===== src/rtl/alu_operand_loader.sv =====
// Operand-entry front end for the board-level ALU demo.
// Debounces the active-low push-buttons, then steps through operand A,
// operand B and opcode capture on each ENTER press. CLEAR returns to the
// start and zeroes the captured values. A one-cycle go pulse marks a
// completed entry.
//
// Ports:
//   CLK      system clock, rising edge
//   nRST     asynchronous active-low reset
//   sw       sw[15:0] magnitude, sw[16] sign/extension, sw[3:0] opcode
//   key_n    raw buttons, active low: [0] ENTER, [1] CLEAR, [3:2] unused
//   port_a   captured operand A (sign-extended switch value)
//   port_b   captured operand B (sign-extended switch value)
//   aluop    captured opcode
//   state_o  0 LOAD_A, 1 LOAD_B, 2 LOAD_OP, 3 DONE
//   valid    high while in DONE
//   go       one-cycle pulse on entry to DONE
module alu_operand_loader #(
  parameter int unsigned DEBOUNCE_CYCLES = 16,
  parameter int unsigned WORD_W          = 32
) (
  input  logic              CLK,
  input  logic              nRST,
  input  logic [16:0]       sw,
  input  logic [3:0]        key_n,
  output logic [WORD_W-1:0] port_a,
  output logic [WORD_W-1:0] port_b,
  output logic [3:0]        aluop,
  output logic [1:0]        state_o,
  output logic              valid,
  output logic              go
);

  localparam int unsigned CNT_W = (DEBOUNCE_CYCLES > 2) ? $clog2(DEBOUNCE_CYCLES) : 1;
  localparam int unsigned EXT_W = WORD_W - 16;
  localparam logic [CNT_W-1:0] CNT_LAST = CNT_W'(DEBOUNCE_CYCLES - 1);

  localparam logic [1:0] S_LOAD_A  = 2'd0;
  localparam logic [1:0] S_LOAD_B  = 2'd1;
  localparam logic [1:0] S_LOAD_OP = 2'd2;
  localparam logic [1:0] S_DONE    = 2'd3;

  // Two-flop synchronizer for all four buttons; released level is 1.
  logic [3:0] sync1;
  logic [3:0] sync2;

  always_ff @(posedge CLK or negedge nRST) begin
    if (!nRST) begin
      sync1 <= 4'hF;
      sync2 <= 4'hF;
    end else begin
      sync1 <= key_n;
      sync2 <= sync1;
    end
  end

  // Spare buttons are synchronized only; they never reach the FSM.
  logic unused_keys;
  assign unused_keys = ^sync2[3:2];

  // Debounce ENTER and CLEAR: a level must differ for DEBOUNCE_CYCLES
  // consecutive cycles before it is accepted; any match restarts the count.
  logic [1:0]       deb;
  logic [1:0]       prev;
  logic [CNT_W-1:0] cnt [2];

  always_ff @(posedge CLK or negedge nRST) begin
    if (!nRST) begin
      deb  <= 2'b11;
      prev <= 2'b11;
      for (int i = 0; i < 2; i++) begin
        cnt[i] <= '0;
      end
    end else begin
      prev <= deb;
      for (int i = 0; i < 2; i++) begin
        if (sync2[i] == deb[i]) begin
          cnt[i] <= '0;
        end else if (cnt[i] == CNT_LAST) begin
          deb[i] <= sync2[i];
          cnt[i] <= '0;
        end else begin
          cnt[i] <= cnt[i] + CNT_W'(1);
        end
      end
    end
  end

  // Falling debounced level = one press event; release never fires.
  logic enter_evt_c;
  logic clear_evt_c;
  assign enter_evt_c = prev[0] & ~deb[0];
  assign clear_evt_c = prev[1] & ~deb[1];

  logic [WORD_W-1:0] sw_ext_c;
  assign sw_ext_c = {{EXT_W{sw[16]}}, sw[15:0]};

  // FSM state and captured outputs.
  logic [1:0]        state;
  logic [1:0]        state_nxt;
  logic [WORD_W-1:0] a_nxt;
  logic [WORD_W-1:0] b_nxt;
  logic [3:0]        op_nxt;
  logic              go_nxt;

  always_ff @(posedge CLK or negedge nRST) begin
    if (!nRST) begin
      state  <= S_LOAD_A;
      port_a <= '0;
      port_b <= '0;
      aluop  <= '0;
      valid  <= 1'b0;
      go     <= 1'b0;
    end else begin
      state  <= state_nxt;
      port_a <= a_nxt;
      port_b <= b_nxt;
      aluop  <= op_nxt;
      valid  <= (state_nxt == S_DONE);
      go     <= go_nxt;
    end
  end

  // Next state and capture; CLEAR takes priority over a coincident ENTER.
  always_comb begin
    state_nxt = state;
    a_nxt     = port_a;
    b_nxt     = port_b;
    op_nxt    = aluop;
    go_nxt    = 1'b0;
    if (clear_evt_c) begin
      state_nxt = S_LOAD_A;
      a_nxt     = '0;
      b_nxt     = '0;
      op_nxt    = '0;
    end else if (enter_evt_c) begin
      case (state)
        S_LOAD_A: begin
          a_nxt     = sw_ext_c;
          state_nxt = S_LOAD_B;
        end
        S_LOAD_B: begin
          b_nxt     = sw_ext_c;
          state_nxt = S_LOAD_OP;
        end
        S_LOAD_OP: begin
          op_nxt    = sw[3:0];
          state_nxt = S_DONE;
          go_nxt    = 1'b1;
        end
        S_DONE: begin
          state_nxt = S_LOAD_A;
        end
        default: begin
          state_nxt = S_LOAD_A;
        end
      endcase
    end
  end

  assign state_o = state;

endmodule


===== config.mk =====
export PLATFORM = sky130hd
export DESIGN_NAME = alu_operand_loader
export DESIGN_NICKNAME = d
export VERILOG_FILES = /design/src/rtl/alu_operand_loader.sv
export SDC_FILE = /design/constraint.sdc
export NUM_CORES = 1
export LEC_CHECK = 0
export CORE_ASPECT_RATIO = 1.2
export CORE_UTILIZATION = 40
export CTS_CLUSTER_SIZE = 14
export DETAILED_ROUTE_END_ITERATION = 16
export PLACE_DENSITY_LB_ADDON = 0.12
export RECOVER_POWER = 100
export SYNTH_ARGS = -nofsm -noshare
export SYNTH_HDL_FRONTEND = slang
export SYNTH_SLANG_ARGS = --single-unit

===== constraint.sdc =====
create_clock -name CLK -period 2.15 [get_ports CLK]
set_input_delay 0.5375 -clock CLK [delete_from_list [all_inputs] [get_ports CLK]]
set_output_delay 0.5375 -clock CLK [all_outputs]
set_load 0.01 [all_outputs]

### Word level (Yosys, flattened, before mapping)

Index checks and enable logic that the tools add are counted.

| cells by class | value |
|---|---|
| $add $sub $neg | 2 |
| equality and inequality tests | 8 |
| multiplexer cells | 19 |
| bitwise gates (word level) | 6 |
| reduce and logical (&&, ||, !) cells | 10 |

Operators with widths:

| kind | count |
|---|---|
| $mux 32 | 6 |
| $mux 4 | 7 |
| $reduce_and 2->1 | 5 |
| $add 4x1->4 const B | 2 |
| $eq 4x4->1 const B | 2 |
| $pmux 2 s4 | 1 |
| $reduce_bool 2->1 | 4 |
| $eq 2x2->1 const B | 3 |
| $mux 2 | 2 |
| $not 1->1 | 4 |
| $mux 1 | 3 |
| $and 1x1->1 | 2 |
| $eq 1x1->1 | 2 |
| $eq 2x1->1 const B | 1 |
| $logic_not 2->1 | 1 |

| storage, ports and cells | value |
|---|---|
| flip-flop bits (word level) | 88 |
| input bits | 23 |
| output and inout port bits | 72 |
| word-level logic and storage cells | 58 |

### Depth between registers and ports, before layout

| logic depth | value |
|---|---|
| depth in word-level cells | 5 |
| mapped depth | 7 |

### Worst setup path after synthesis

Ideal clock, no wire load.

| path | value |
|---|---|
| path type | register to register |
| start point | reg state[0], in the netlist state_o[0] |
| end point | reg port_a[10] |
| setup time | 0.136 ns |
| data arrival time | 1.262 ns |
| required time | 2.014 ns |
| setup slack | 0.752 ns |
| stages on the path, launching flop included | 8 |
| path buffers | 2 |
| period minus slack after synthesis | 1.398 ns |
| path through | dfrtp_1 > inv_1 > ha_1 > and3b_1 > buf_4 > buf_4 > nand2_1 > a21oi_1 |

| between the ends | value |
|---|---|
| word-level cells in the longest chain between the ends | 3 |

RTL lines:

| item | RTL line | RTL |
|---|---|---|
| start, declared | 99 | `logic [1:0] state;` |
| start signal, assigned | 115 | `state <= state_nxt;` |
| $logic_not 2->1 | 137 | `case (state)` |
| $reduce_bool 2->1 (no source line) | n/a |  |
| $reduce_and 2->1 (no source line) | n/a |  |
| end signal, assigned | 116 | `port_a <= a_nxt;` |
| end, declared | 26 | `output logic [WORD_W-1:0] port_a,` |

Every way passes these cells.
A chain may end at the register's enable or synchronous reset.

==> summary.txt <==
Worst setup path
  • Worst EP required: 1.61 ns
  • WS Path Type: register to output port
  • R2r worst-path depth: 5
  • Slowest stage delay, CP: 0.63 ns
  • Worst Setup End Kind: output port
  • Worst r2r src: state_o[0]$_DFF_PN0_
  • Largest fanout on the critical path: 17
  • CP cell instances: dlygate4sd3_1
  • Crit start category: register
  • Flop2flop setup slack: 0.45 ns
  • Crit-path leading delay family: buffers and inverters
  • Number of buffers and inverters on the critical path: 1
  • R2r endpoint: port_a[5]$_DFFE_PN0P_
  • Worst path slowest cell: dlygate4sd3_1
  • CP arrival: 1.44 ns

Synth
  • Synth Net Count: 287
  • Simple-gate share of the synthesized area: 0.1700
  • YS warnings: 0
  • Post-synthesis compound-gate area fraction: 0.08548
  • Cell count after synthesis: about 260
  • Post-Synth Adder-Cell Area: 0.02428
  • Multiplexer share of the synthesized area: 0.01846
  • Main combinational cell family by area after synthesis: simple AND/OR/NAND/NOR gates
  • Sequential area share after synthesis: 0.5673
  • Flop and latch count out of synthesis: a little under 60
  • Yosys cell types: 24
  • Syn Area/Cell: 9.947 um2
  • Synth top area cells: dfrtp_1 (49%), nand2_1 (10%), buf_4 (9.9%)
  • Top cell type's share of synthesized area: 0.4857
  • Cell taking the most area after synthesis: dfrtp_1
  • Synth Area in XOR/XNOR: 0.01360
  • Mapped Area: about 2600 um2

Placement
  • Pre-CTS setup slack: 0.3943 ns
  • Placed Area: 3366 um2
  • DP HPWL: 3912 um
  • I/O Buffers: 92
  • Placer Congestion: ~0.77

GRT
  • Overflow after GRT: 0
  • Antenna violations before repair: 0
  • Largest net degree at the start of global routing: 32
  • Number of global-route vias before repair: 1974
  • First-pass GRT wire length: 9156 um
  • GRT Util Overall: 0.1802

Timing
  • Slew @ Worst Pin: 1.052 ns
  • Unrepaired setup endpoints after global routing: no
  • Setup ws final: 0.1687 ns
  • Slew Limit Headroom: 0.2989
  • Setup_tns: 0 ns
  • Final Max Slew Viols: 0
  • Setup violators final: 0
  • Final hold viol count: 0
  • Clk_skew: 0.007878 ns
  • Fmax: about 500 MHz
  • Period minus WS final: 1.981 ns
  • Final period util: 0.9215

Flow run
  • Max_cap viols: 0

Clocking
  • Clk_lat worst skew: 0.33 ns
  • Clock Pin Slew Worst Setup and Hold Paths: 0.06 ns
  • CTS tree: yes
  • TritonCTS Buffers: 9
  • CTS sink cnt: 58
  • Clock root buffer: clkbuf_8
  • CTS Hold Bufs: 0
  • H-tree levels: 3
  • Clock tree buffer depth: 2

Pwr
  • Final Power: 2307 uW
  • Peak VDD IR: ~400 uV
  • Static Leak: 0.001361 uW
  • Pwr dens: 655.6 nW/um2

Floorplan
  • Die Y: 89.91 um
  • I/O pin count: between 90 and 100
  • Die area: 6767 um2
  • Initial cell density of the core: 0.4204
  • Core Region: 6128 um2
  • FP Rows: 31
  • Overall die width: 75.26 um

Detailed routing
  • Initial drt markers: 72
  • DRC errors left: 0
  • Final ANT Viol Nets: 0
  • Drt wl/cell: 13.52 um
  • Routed wire length: 5596 um
  • Detailed Routing Iterations Pass 1: 4
  • Vias: 1953
  • Via/cell ratio: 4.717

Final layout
  • Ratio of cells with drive above 1 in the final layout: 0.09639
  • Antenna diodes: 0
  • Final instance area: approximately 3500 um2
  • Final-layout fill cell count: 562
  • Multi-input gate area in the final layout: 789.5 um2
  • Commonest cells after routing, fill and taps aside: nand2_1 (72), dlygate4sd3_1 (72), dfrtp_1 (48), a21oi_1 (42), clkdlybuf4s50_1 (19)
  • Area grow syn2layout: 36.57%
  • Register area: 1464 um2
  • Nets: 355

Min path
  • Hold Path Stages: 0
  • Hold path startpoint: sync1[0]$_DFF_PN1_
  • WHS Endpoint: sync2[0]$_DFF_PN1_
  • Min-delay worst type: register to register

Outcome
  • Status: complete, no violations
[metrics by stage]
step | util | instances | hold slack (ns)
after floorplan | - | 259 | 0.2419
after global placement | 0.5492 | 398 | 0.3467
after detailed placement | 0.5492 | 398 | 0.3479
after CTS | 0.5794 | 414 | 0.1537
after global routing | 0.5741 | 414 | 0.3583
final | 0.5741 | 414 | 0.3562
[how the worst max path moves through the flow]
stage / startpoint / end / slack [ns] / cells after the start
6_report: port_a[30]$_DFFE_PN0P_ / port_a[22] / 0.17 / 1
5_1_grt: port_b[30]$_DFFE_PN0P_ / port_b[16] / 0.1 / 1
4_1_cts: port_a[30]$_DFFE_PN0P_ / port_a[29] / 0.02 / 1
3_5_place_dp: port_a[30]$_DFFE_PN0P_ / port_a[29] / 0.39 / 1
3_3_place_gp: port_a[30]$_DFFE_PN0P_ / port_a[20] / 0.43 / 1
2_1_floorplan: state_o[0]$_DFF_PN0_ / port_a[10]$_DFFE_PN0P_ / 0.75 / 7
[repair_timing]
item                       in CTS  in global routing
setup buffers                   0                  0
gates resized for setup         0                  2
setup endpoints to repair       0                 32
[cell usage after synthesis]
cell       n
a21oi_1   42
and3b_1    2
buf_2      3
buf_4     34
buf_6      1
clkbuf_1   4
dfrtp_1   50
dfstp_2    8
ha_1       5
inv_1      4
mux2_2     2
mux2_4     1
mux2i_1    1
nand2_1   72
nand3_1    6
nand3b_1   1
nand3b_2   2
nand4b_1   2
nor2_1     6
nor2b_1    4
nor3_2     1
nor3b_1    2
o21ai_0    2
xnor2_1    4
[kinds of logic after synthesis]
group,count (synthesis)
and+or+nand+nor,98
buffers and inverters,46
DFF,58
muxes,4
adders and majority gates,5
xor gates and xnor gates,4
AOI/OAI and AO/OA,44
[layout make-up]
type | count | area share
Inverter | 4 | 0.004267
Multi-Input combinational cell | 155 | 0.2244
Clock inverter | 6 | 0.01636
Sequential cell | 58 | 0.4161
Clock buffer | 10 | 0.03627
Tap cell | 82 | 0.02916
Timing Repair Buffer | 99 | 0.2735
[state kept, by name (all words and copies together) (netlist names)]
signal and count:
aluop 4, cnt 8, deb 2, go 1, port_a 17, port_b 17, prev 2, state_o 2
sync1 2, sync2 2, valid 1
[power breakdown]
part	total, uW	switching [uW]	internal, uW
logic	205	92.6	112
clock network	944	418	526
registers	1160	25.6	1130
[layer usage]
| metal | wire length, um | GRT usage | vias to the layer above |
|---|---|---|---|
| met5 | 0 | 0 | - |
| met4 | 94 | 0.09259 | 0 |
| met1 | 2337 | 0.2065 | 928 |
| met2 | 2806 | 0.3108 | 62 |
| met3 | 358 | 0.03251 | 11 |
| li1 | - | - | 952 |
(Power assumes the default switching activity.)
